==> src/rtl/instruction_memory_loader.sv <==
// instruction_memory_loader
// Turns a valid/ready stream of 32-bit instruction words into little-endian
// single-byte writes on the write port of a byte-wide instruction memory.
// A load is bounds-checked against MEM_BYTES before any byte is written.

module instruction_memory_loader #(
  parameter int MEM_BYTES = 16
) (
  input  logic        i_clk,
  input  logic        i_reset,
  input  logic        i_start,
  input  logic [63:0] i_base_addr,
  input  logic [15:0] i_num_words,
  input  logic        i_word_valid,
  input  logic [31:0] i_word_data,
  output logic        o_word_ready,
  output logic        o_mem_we,
  output logic [63:0] o_mem_addr,
  output logic [7:0]  o_mem_wdata,
  output logic        o_busy,
  output logic        o_done,
  output logic        o_error
);

  typedef enum logic [2:0] {
    IDLE,
    CHECK,
    WAIT_WORD,
    WRITE,
    DONE
  } state_t;

  state_t      r_state;
  state_t      w_next_state;

  logic [63:0] r_addr;
  logic [15:0] r_remaining;
  logic [1:0]  r_byte_idx;
  logic [31:0] r_word;
  logic [63:0] r_last_addr;
  logic [7:0]  r_last_wdata;

  logic [81:0] w_end_addr;
  logic        w_bad_request;
  logic [7:0]  w_cur_byte;

  // The end address is formed 18 bits wider than the address so that a huge
  // base plus a huge word count cannot wrap around and pass the check.
  assign w_end_addr    = {18'd0, r_addr} + {64'd0, r_remaining, 2'b00};
  assign w_bad_request = (r_addr[1:0] != 2'b00) || (w_end_addr > 82'(MEM_BYTES));

  // Select the byte of the held word addressed by the byte counter.
  always_comb begin
    w_cur_byte = r_word[7:0];
    case (r_byte_idx)
      2'd0:    w_cur_byte = r_word[7:0];
      2'd1:    w_cur_byte = r_word[15:8];
      2'd2:    w_cur_byte = r_word[23:16];
      default: w_cur_byte = r_word[31:24];
    endcase
  end

  // State register; reset overrides every transition.
  always_ff @(posedge i_clk) begin
    if (!i_reset) begin
      r_state <= IDLE;
    end else begin
      r_state <= w_next_state;
    end
  end

  // Next-state decode.
  always_comb begin
    w_next_state = r_state;
    case (r_state)
      IDLE: begin
        if (i_start) begin
          w_next_state = CHECK;
        end
      end
      CHECK: begin
        if (w_bad_request) begin
          w_next_state = IDLE;
        end else if (r_remaining == 16'd0) begin
          w_next_state = DONE;
        end else begin
          w_next_state = WAIT_WORD;
        end
      end
      WAIT_WORD: begin
        if (i_word_valid) begin
          w_next_state = WRITE;
        end
      end
      WRITE: begin
        if (r_byte_idx == 2'd3) begin
          w_next_state = (r_remaining == 16'd1) ? DONE : WAIT_WORD;
        end
      end
      DONE: begin
        w_next_state = IDLE;
      end
      default: begin
        w_next_state = IDLE;
      end
    endcase
  end

  // Datapath: latch the request, capture words, and step address/byte counters.
  always_ff @(posedge i_clk) begin
    if (!i_reset) begin
      r_addr       <= 64'd0;
      r_remaining  <= 16'd0;
      r_byte_idx   <= 2'd0;
      r_word       <= 32'd0;
      r_last_addr  <= 64'd0;
      r_last_wdata <= 8'd0;
    end else begin
      case (r_state)
        IDLE: begin
          if (i_start) begin
            r_addr      <= i_base_addr;
            r_remaining <= i_num_words;
          end
        end
        WAIT_WORD: begin
          if (i_word_valid) begin
            r_word     <= i_word_data;
            r_byte_idx <= 2'd0;
          end
        end
        WRITE: begin
          r_last_addr  <= r_addr;
          r_last_wdata <= w_cur_byte;
          r_addr       <= r_addr + 64'd1;
          r_byte_idx   <= r_byte_idx + 2'd1;
          if (r_byte_idx == 2'd3) begin
            r_remaining <= r_remaining - 16'd1;
          end
        end
        default: begin
        end
      endcase
    end
  end

  // Moore outputs; the write port shows the live byte in WRITE and otherwise
  // holds the most recently written address/data.
  always_comb begin
    o_word_ready = 1'b0;
    o_mem_we     = 1'b0;
    o_mem_addr   = r_last_addr;
    o_mem_wdata  = r_last_wdata;
    o_busy       = (r_state != IDLE);
    o_done       = 1'b0;
    o_error      = 1'b0;
    case (r_state)
      CHECK: begin
        o_error = w_bad_request;
      end
      WAIT_WORD: begin
        o_word_ready = 1'b1;
      end
      WRITE: begin
        o_mem_we    = 1'b1;
        o_mem_addr  = r_addr;
        o_mem_wdata = w_cur_byte;
      end
      DONE: begin
        o_done = 1'b1;
      end
      default: begin
      end
    endcase
  end

endmodule

==> config.mk <==
export PLATFORM = sky130hd
export DESIGN_NAME = instruction_memory_loader
export DESIGN_NICKNAME = d
export VERILOG_FILES = /design/src/rtl/instruction_memory_loader.sv
export SDC_FILE = /design/constraint.sdc
export NUM_CORES = 1
export LEC_CHECK = 0
export ABC_CLOCK_PERIOD_IN_PS = 8430
export BUFFER_PORTS_ARGS = -buffer_cell sky130_fd_sc_hd__buf_2
export CAP_MARGIN = 20
export CORE_MARGIN = 2
export CORE_UTILIZATION = 27
export CTS_BUF_LIST = sky130_fd_sc_hd__clkbuf_4 sky130_fd_sc_hd__clkbuf_8
export DETAILED_ROUTE_END_ITERATION = 8
export PLACE_DENSITY = 0.55
export RECOVER_POWER = 100
export SYNTH_ARGS = -nofsm -noshare
export SYNTH_HDL_FRONTEND = slang
export SYNTH_SLANG_ARGS = --single-unit
==> constraint.sdc <==
create_clock -name i_clk -period 8.43 [get_ports i_clk]
set_clock_uncertainty 0.05 [all_clocks]
set_input_delay 0.843 -clock i_clk [delete_from_list [all_inputs] [get_ports i_clk]]
set_output_delay 0.843 -clock i_clk [all_outputs]
set_load 0.02 [all_outputs]
==> metrics.txt, run 1 <==
ys flop type=dfxtp_1; Post-CTS Hold Fix Bufs=0; critical path class=reg -> out; Slew headroom=-1.739; GPL Wtd Cong=0.9463; first-pass GRT wire length=between 70 and 80 mm; Pwr per Cell Area=145.5 mW/mm²; vias per cell=around 5.5; CTS resizes=0; synthesis-to-layout area growth=13.51%; Syn Nets=~1800; # placed instances=2256; WP data required=7540 ps; Critical R2R Launch=r_state[1]$_SDFFE_PN0P_; Die Span Y=between 200 and 250 µm; Syn Area/Cell=7.063 µm²; Die X=between 200 and 250 µm; CTS tree=done; vias in the first global route=approximately 12000; pre-CTS setup slack=3615 ps; CP startpoint=r_state[1]$_SDFFE_PN0P_; Final Core Density=0.3119; Final Cycle Share=0.7410; share of cells above drive strength 1=0.1102; Final Max Tran Viols=around 320; H-tree depth=4; Netlist cell types=between 80 and 90; GRT Util Overall=0.2099; initial antenna violation count=3; Worst-Margin Slew=4108 ps; most common cell after layout, fill and taps aside=nand2_1; Final WS setup=between 2000 and 2500 ps; RR Endpoint=r_addr[33]$_SDFFE_PN0P_; CTS buffer count=17; total design power=1.911 mW; violated checks=max-capacitance violations, max-slew violations; DR DRC count=0; Syn Inst Count=1639; CORE AREA=0.04213 mm²; clock tree buffer depth=2; Routed Antenna Nets=0; final setup violation count=0; Min-Delay Path Class=reg -> reg; Worst Path Arrival=roughly 5400 ps; fmax=around 160 MHz; R2R depth=7; Die Outline Area=0.04455 mm²; crit end category=output port; placed cell area=0.01278 mm²; I/O Buffers=between 150 and 200; via count=12710; largest net degree at the start of global routing=88; Root Buffer=clkbuf_8; RSZ-0062 raised after global routing=false; maximum vdd ir drop=114.7 µV; Reg2Reg Setup Slack=2840 ps; register area=0.003784 mm²; crit start category=register; Post-Layout Cell Count=2292; GRT overflow=0; clock-pin slew on the worst setup and hold paths=110 ps; Pleak=4.757 nW; Finished Cell Area=0.01314 mm²; initial core utilization=0.2747; Post-Route WL=47.28 mm; Row Count=75; outcome=complete, but fails checks; CTS sink cnt=189; FF+latch count, synth=189; Setup crit end=o_mem_addr[38]; Detailed Place HPWL=roughly 35 mm; area of the multi-input gates=0.007143 mm²; most frequent cells in the layout=nand2_1, a21oi_1, dfxtp_1; setup TNS=0 ps; max cap viols=6; Clk Latency, worst-skew pair=slightly below 600 ps; fill cell count=4664; IO Pins=slightly below 200; Initial DRC Count=1315; Avg WL per Cell=approximately 21 µm; Async SR Flop Fraction=0; buffer count from post-CTS setup fixing=0; hold slack=between 400 and 500 ps; synth warn=0; nets@finish=1879; First-pass DRT Iterations=6; critical path fanouts, max=71; Seq/Total Area, Yosys=0.3268; final hold viol count=0; EDFF count, synth=0; fin crit period=roughly 6200 ps; Synth Cell Area=0.01158 mm²
==> critical path: stages (launching register included) <==
cell and delay (ps):
dfxtp_1 370, nor2b_1 200, nand2_1 1540, clkbuf_1 1910
o21ai_0 420, clkbuf_1 290
==> metal layers <==
metal | vias to the layer above | routed length [µm] | track usage
li1 | 6090 | - | -
met1 | 5995 | 21980 | 0.2943
met2 | 540 | 19770 | 0.3013
met3 | 81 | 3747 | 0.05382
met4 | 0 | 1788 | 0.09131
met5 | - | 0 | 0
==> flip-flops by register name, summed over array words and instances (netlist names) <==
signal and cells:
r_addr 64, r_last_addr 64, r_word 32, r_remaining 16, r_last_wdata 8, r_state 3
r_byte_idx 2
==> worst min-delay path by stage <==
stage / start / cells after the start / slack (ps) / endpoint
6_report: r_word[30]$_SDFFE_PN0P_ / 2 / 410 / r_word[30]$_SDFFE_PN0P_
5_1_grt: i_base_addr[22] / 3 / 430 / r_addr[22]$_SDFFE_PN0P_
4_1_cts: i_word_data[4] / 3 / 400 / r_word[4]$_SDFFE_PN0P_
3_5_place_dp: r_word[30]$_SDFFE_PN0P_ / 2 / 400 / r_word[30]$_SDFFE_PN0P_
3_3_place_gp: r_word[1]$_SDFFE_PN0P_ / 2 / 390 / r_word[1]$_SDFFE_PN0P_
2_1_floorplan: r_word[0]$_SDFFE_PN0P_ / 2 / 390 / r_word[0]$_SDFFE_PN0P_
==> cells in the mapped netlist (14+ instances only) <==
cell type	number	area, µm²
a21oi_1	207	1036
a221oi_1	18	157.7
and2_1	30	187.7
and3_1	15	93.84
buf_2	21	105.1
clkbuf_1	90	337.8
dfxtp_1	189	3784
ha_1	24	300.3
inv_1	30	112.6
nand2_1	332	1246
nand3_1	39	195.2
nand4_1	47	294.0
nor2_1	148	555.5
nor3_1	45	225.2
nor4_1	18	112.6
o211ai_1	14	105.1
o21ai_0	114	570.6
or3_1	15	93.84
==> kinds of logic (layout without fill, tap and decap cells) <==
logic type	after synthesis	after routing	synth area share
multiplexers	7	7	0.006053
flip-flops	189	189	0.3268
XOR/XNOR	16	16	0.01211
adder cells (fa/ha/maj)	25	25	0.02767
other	0	2	0
AO/OA/AOI/OAI	481	481	0.2554
buffers and inverters	157	269	0.05620
AND/OR/NAND/NOR	764	764	0.3157
==> report_power, final <==
group	leakage, nW	switching (mW)	internal, mW
clock	0.207	0.388	0.282
sequential	1.54	0.0695	0.918
combinational	3.01	0.156	0.0989
==> area by class of cell <==
cell class,instances,area share
antenna,2,0.0003809
clock buffer,18,0.01885
clock inverter,14,0.01333
inverter,31,0.008951
multi-input combinational,1293,0.5436
sequential,189,0.2879
tap,539,0.05132
timing repair buffer,206,0.07560
Note: power is estimated with default switching activity, not from simulation.
==> run 2, diff against run 1 <==
- ABC_CLOCK_PERIOD_IN_PS: 8430 -> 5800
- clock period: 8.43 -> 5.8 ns (I/O delays scaled with it)
==> metrics.txt, run 2 (same netlist as run 1, synthesis figures left out) <==
outcome=complete, but fails checks; violated checks=max-capacitance violations, max-slew violations; Die Outline Area=around 0.045 mm²; Die X=211.1 µm; Post-CTS Hold Fix Bufs=0; IO Pins=193; initial antenna violation count=4; Root Buffer=clkbuf_8; Clk Latency, worst-skew pair=570 ps; clock tree buffer depth=2; H-tree depth=4; fmax=slightly below 200 MHz; GPL Wtd Cong=0.9859; Pleak=4.801 nW; Routed Antenna Nets=0; Final WS setup=~600 ps; most frequent cells in the layout=nand2_1, a21oi_1, dfxtp_1; Worst-Margin Slew=4159 ps; clock-pin slew on the worst setup and hold paths=110 ps; nets@finish=1886; vias per cell=5.497; fin crit period=5208 ps; critical path class=reg -> out; RSZ-0062 raised after global routing=false; Final Cycle Share=0.8979; setup TNS=0 ps; share of cells above drive strength 1=0.1132; Post-Route WL=48.06 mm; Initial DRC Count=1237; max cap viols=3; maximum vdd ir drop=between 150 and 200 µV; WP data required=~5200 ps; largest registers=r_addr (64), r_last_addr (64), r_word (32); Die Span Y=around 210 µm; Detailed Place HPWL=about 36 mm; area of the multi-input gates=just over 0.007 mm²; GRT overflow=0; synthesis-to-layout area growth=13.81%; DR DRC count=0; Min-Delay Path Class=in -> reg; Pwr per Cell Area=between 200 and 250 mW/mm²; Row Count=75; GRT Util Overall=0.2152; Avg WL per Cell=around 21 µm; crit end category=output port; first-pass GRT wire length=~72 mm; Slew headroom=-1.773; buffer count from post-CTS setup fixing=0; R2R depth=6; critical path fanouts, max=7; CORE AREA=0.04213 mm²; Reg2Reg Setup Slack=1450 ps; hold depth=3; via count=12640; most common cell after layout, fill and taps aside=nand2_1; register area=approximately 0.0038 mm²; Final Max Tran Viols=between 150 and 200; First-pass DRT Iterations=6; Worst Path Arrival=around 4600 ps; vias in the first global route=11870; crit start category=register; final setup violation count=0; final hold viol count=0; CTS resizes=0; CTS sink cnt=189; initial core utilization=0.2747; pre-CTS setup slack=1289 ps; I/O Buffers=192; CTS tree=done; largest net degree at the start of global routing=87; CTS buffer count=17; fill cell count=4672
[run 2: cell count changes in the layout (fill, tap and decap cells not counted), sizes merged]
cell / previous run / this run
clkinv: 4 / 3
clkbuf: 97 / 100
clkinvlp: 3 / 1
inv: 36 / 38
buf: 127 / 132
[run 2: power by group]
group / internal (mW) / switching [mW] / total, mW
logic: 0.146 / 0.236 / 0.382
registers: 1.33 / 0.0945 / 1.43
clock network: 0.415 / 0.552 / 0.967
[run 2: per-layer routing]
layer / track usage / vias to the layer above / routed length, µm
li1: - / 6091 / -
met1: 0.2970 / 5972 / 22190
met2: 0.3176 / 499 / 20510
met3: 0.05724 / 72 / 3713
met4: 0.08378 / 4 / 1618
met5: 0 / - / 25
[run 2: final cells by class]
cell class,count,share of cell area
clock inverter,13,0.01130
tap,539,0.05119
antenna,2,0.0003799
timing repair buffer,213,0.07854
multi-input combinational,1293,0.5427
inverter,31,0.008832
sequential,189,0.2872
clock buffer,19,0.01985
[run 2: worst paths after layout]
kind                          startpoint                 endpoint
max reg2reg      r_state[1]$_SDFFE_PN0P_  r_addr[22]$_SDFFE_PN0P_
min                      i_word_data[29]  r_word[29]$_SDFFE_PN0P_
max          r_remaining[0]$_SDFFE_PN0P_                  o_error
min reg2reg       r_word[1]$_SDFFE_PN0P_   r_word[1]$_SDFFE_PN0P_
[run 2: metrics by stage]
step	cells	total power [mW]	util	hold slack, ps	area, µm²
final	2299	2.777	0.3127	183.2	13180
after global routing	2298	2.902	0.3126	161.1	13170
after CTS	2293	2.801	0.3143	139.8	13240
after detailed placement	2261	1.831	0.3045	396.1	12830
after global placement	2260	1.830	0.3044	392.1	12820
after floorplan	1639	1.662	-	385.7	11580
[run 2: worst max-delay path, cell delays in order (launching register included)]
cell	delay [ps]
dfxtp_1	450
ha_1	230
inv_1	60
fa_1	400
nor2b_1	220
o2111ai_1	180
a21oi_1	340
o21bai_1	220
a21oi_1	510
mux2i_1	250
o21ai_0	90
or4_1	570
nor2_1	120
a31oi_1	150
clkbuf_1	220
==> run 3, diff against run 2 <==
- CORE_ASPECT_RATIO: not set -> 0.75
- CORE_MARGIN: 2 -> not set
- CORE_UTILIZATION: 27 -> 25
- PLACE_DENSITY: 0.55 -> 0.53
==> metrics.txt, run 3 (same netlist as run 1, synthesis figures left out) <==
violated checks=max-capacitance violations, max-slew violations; first-pass GRT wire length=74.66 mm; GRT Util Overall=0.2076; Min-Delay Path Class=in -> reg; H-tree depth=4; critical path class=reg -> out; Initial DRC Count=approximately 1200; Final WS setup=252.4 ps; most common cell after layout, fill and taps aside=nand2_1; Die Span Y=188.4 µm; RSZ-0062 raised after global routing=false; Clk Latency, worst-skew pair=about 530 ps; final setup violation count=0; Routed Antenna Nets=0; crit start category=register; nets@finish=about 1900; CORE AREA=0.04518 mm²; I/O Buffers=192; Die Outline Area=0.04718 mm²; outcome=complete, but fails checks; WP data required=5170 ps; setup TNS=0 ps; CTS sink cnt=189; fill cell count=5026; pre-CTS setup slack=943.3 ps; synthesis-to-layout area growth=14.63%; Slew headroom=-1.131; GRT overflow=0; # placed instances=about 2300; Pleak=4.804 nW; Row Count=67; vias per cell=approximately 5.4; Worst Path Arrival=4920 ps; Final Max Tran Viols=122; Post-CTS Hold Fix Bufs=0; CTS resizes=0; share of cells above drive strength 1=0.1126; Die X=250.5 µm; crit end category=output port; largest net degree at the start of global routing=around 190; clock tree buffer depth=2; Avg WL per Cell=21.26 µm; max cap viols=2; critical path fanouts, max=7; clock-pin slew on the worst setup and hold paths=between 100 and 150 ps; Pwr per Cell Area=210.6 mW/mm²; Root Buffer=clkbuf_8; CTS tree=done; initial core utilization=0.2562; placed cell area=0.01292 mm²; Final Cycle Share=0.9565; buffer count from post-CTS setup fixing=0; most frequent cells in the layout=nand2_1, a21oi_1, dfxtp_1; largest registers=r_addr (64), r_last_addr (64), r_word (32); First-pass DRT Iterations=5; via count=around 13000; fmax=between 150 and 200 MHz; register area=0.003784 mm²; GPL Wtd Cong=between 0.9 and 1; Post-Route WL=between 40 and 50 mm; CTS buffer count=17; vias in the first global route=11830; DR DRC count=0; initial antenna violation count=1; Detailed Place HPWL=36.89 mm; Finished Cell Area=roughly 0.013 mm²; # diodes=0; area of the multi-input gates=0.007143 mm²; maximum vdd ir drop=approximately 140 µV; Worst-Margin Slew=3196 ps; fin crit period=5548 ps; final hold viol count=0; Post-Layout Cell Count=2344; IO Pins=193
==> run 3: cell types whose count changed in the layout (fill, tap and decap cells not counted), moves of 2 or more <==
cell       previous run  this run
clkinv_4              0         2
clkinv_2              3         0
inv_12                0         3
diode_2               2         0
buf_8                 2         0
clkbuf_8             19        17
inv_6                 5         2
bufinv_16             2         0
and2_1               12        10
and2_0               18        20
clkinv_8              0         7
==> run 3: per-layer routing <==
| layer | wire length (µm) | track usage | share of wire |
|---|---|---|---|
| met5 | 0 | 0 | 0 |
| met4 | 668 | 0.04554 | 0.013 |
| met3 | 3896 | 0.03744 | 0.078 |
| met2 | 20810 | 0.3019 | 0.42 |
| met1 | 24460 | 0.3128 | 0.49 |
==> run 3: cell type report <==
type                            count  area share
Clock buffer                       17     0.01763
Clock inverter                     15     0.01575
Inverter                           31    0.008769
Multi-Input combinational cell   1293      0.5383
Sequential cell                   189      0.2851
Tap cell                          586     0.05525
Timing Repair Buffer              213     0.07920
==> run 3: path summary, 6_finish.rpt <==
kind,startpoint,endpoint,slack [ps],cells after the start
min reg2reg,r_word[25]$_SDFFE_PN0P_,r_word[25]$_SDFFE_PN0P_,410,2
min,i_word_data[13],r_word[13]$_SDFFE_PN0P_,210,3
max,r_remaining[0]$_SDFFE_PN0P_,o_error,250,14
max reg2reg,r_remaining[0]$_SDFFE_PN0P_,r_state[2]$_SDFFE_PN0P_,1280,13
==> run 3: per-stage QoR <==
stage	hold WS, ps	power (mW)	utilization
3_3_place_gp	393.2	1.831	0.2857
5_1_grt	183.5	2.912	0.2937
6_report	208.1	2.794	0.2937
2_1_floorplan	385.7	1.662	-
4_1_cts	168.7	2.826	0.2957
3_5_place_dp	396.7	1.833	0.2859
==> run 3: worst max-delay path, cell delays in order, from the launching register on <==
cell	delay (ps)
dfxtp_1	490
ha_1	260
inv_1	80
fa_1	410
nor2b_1	170
o2111ai_1	200
a21oi_1	320
o21bai_1	280
a21oi_1	610
a21boi_0	250
a2111oi_0	620
nand4_1	190
nor2_1	130
a31oi_1	150
buf_2	230
==> run 3: report_power, final <==
part	leakage, nW	switching [mW]	internal, mW
Combinational	3.05	0.235	0.145
Clock	0.216	0.639	0.343
Sequential	1.54	0.0969	1.33
Total	4.80	0.971	1.82
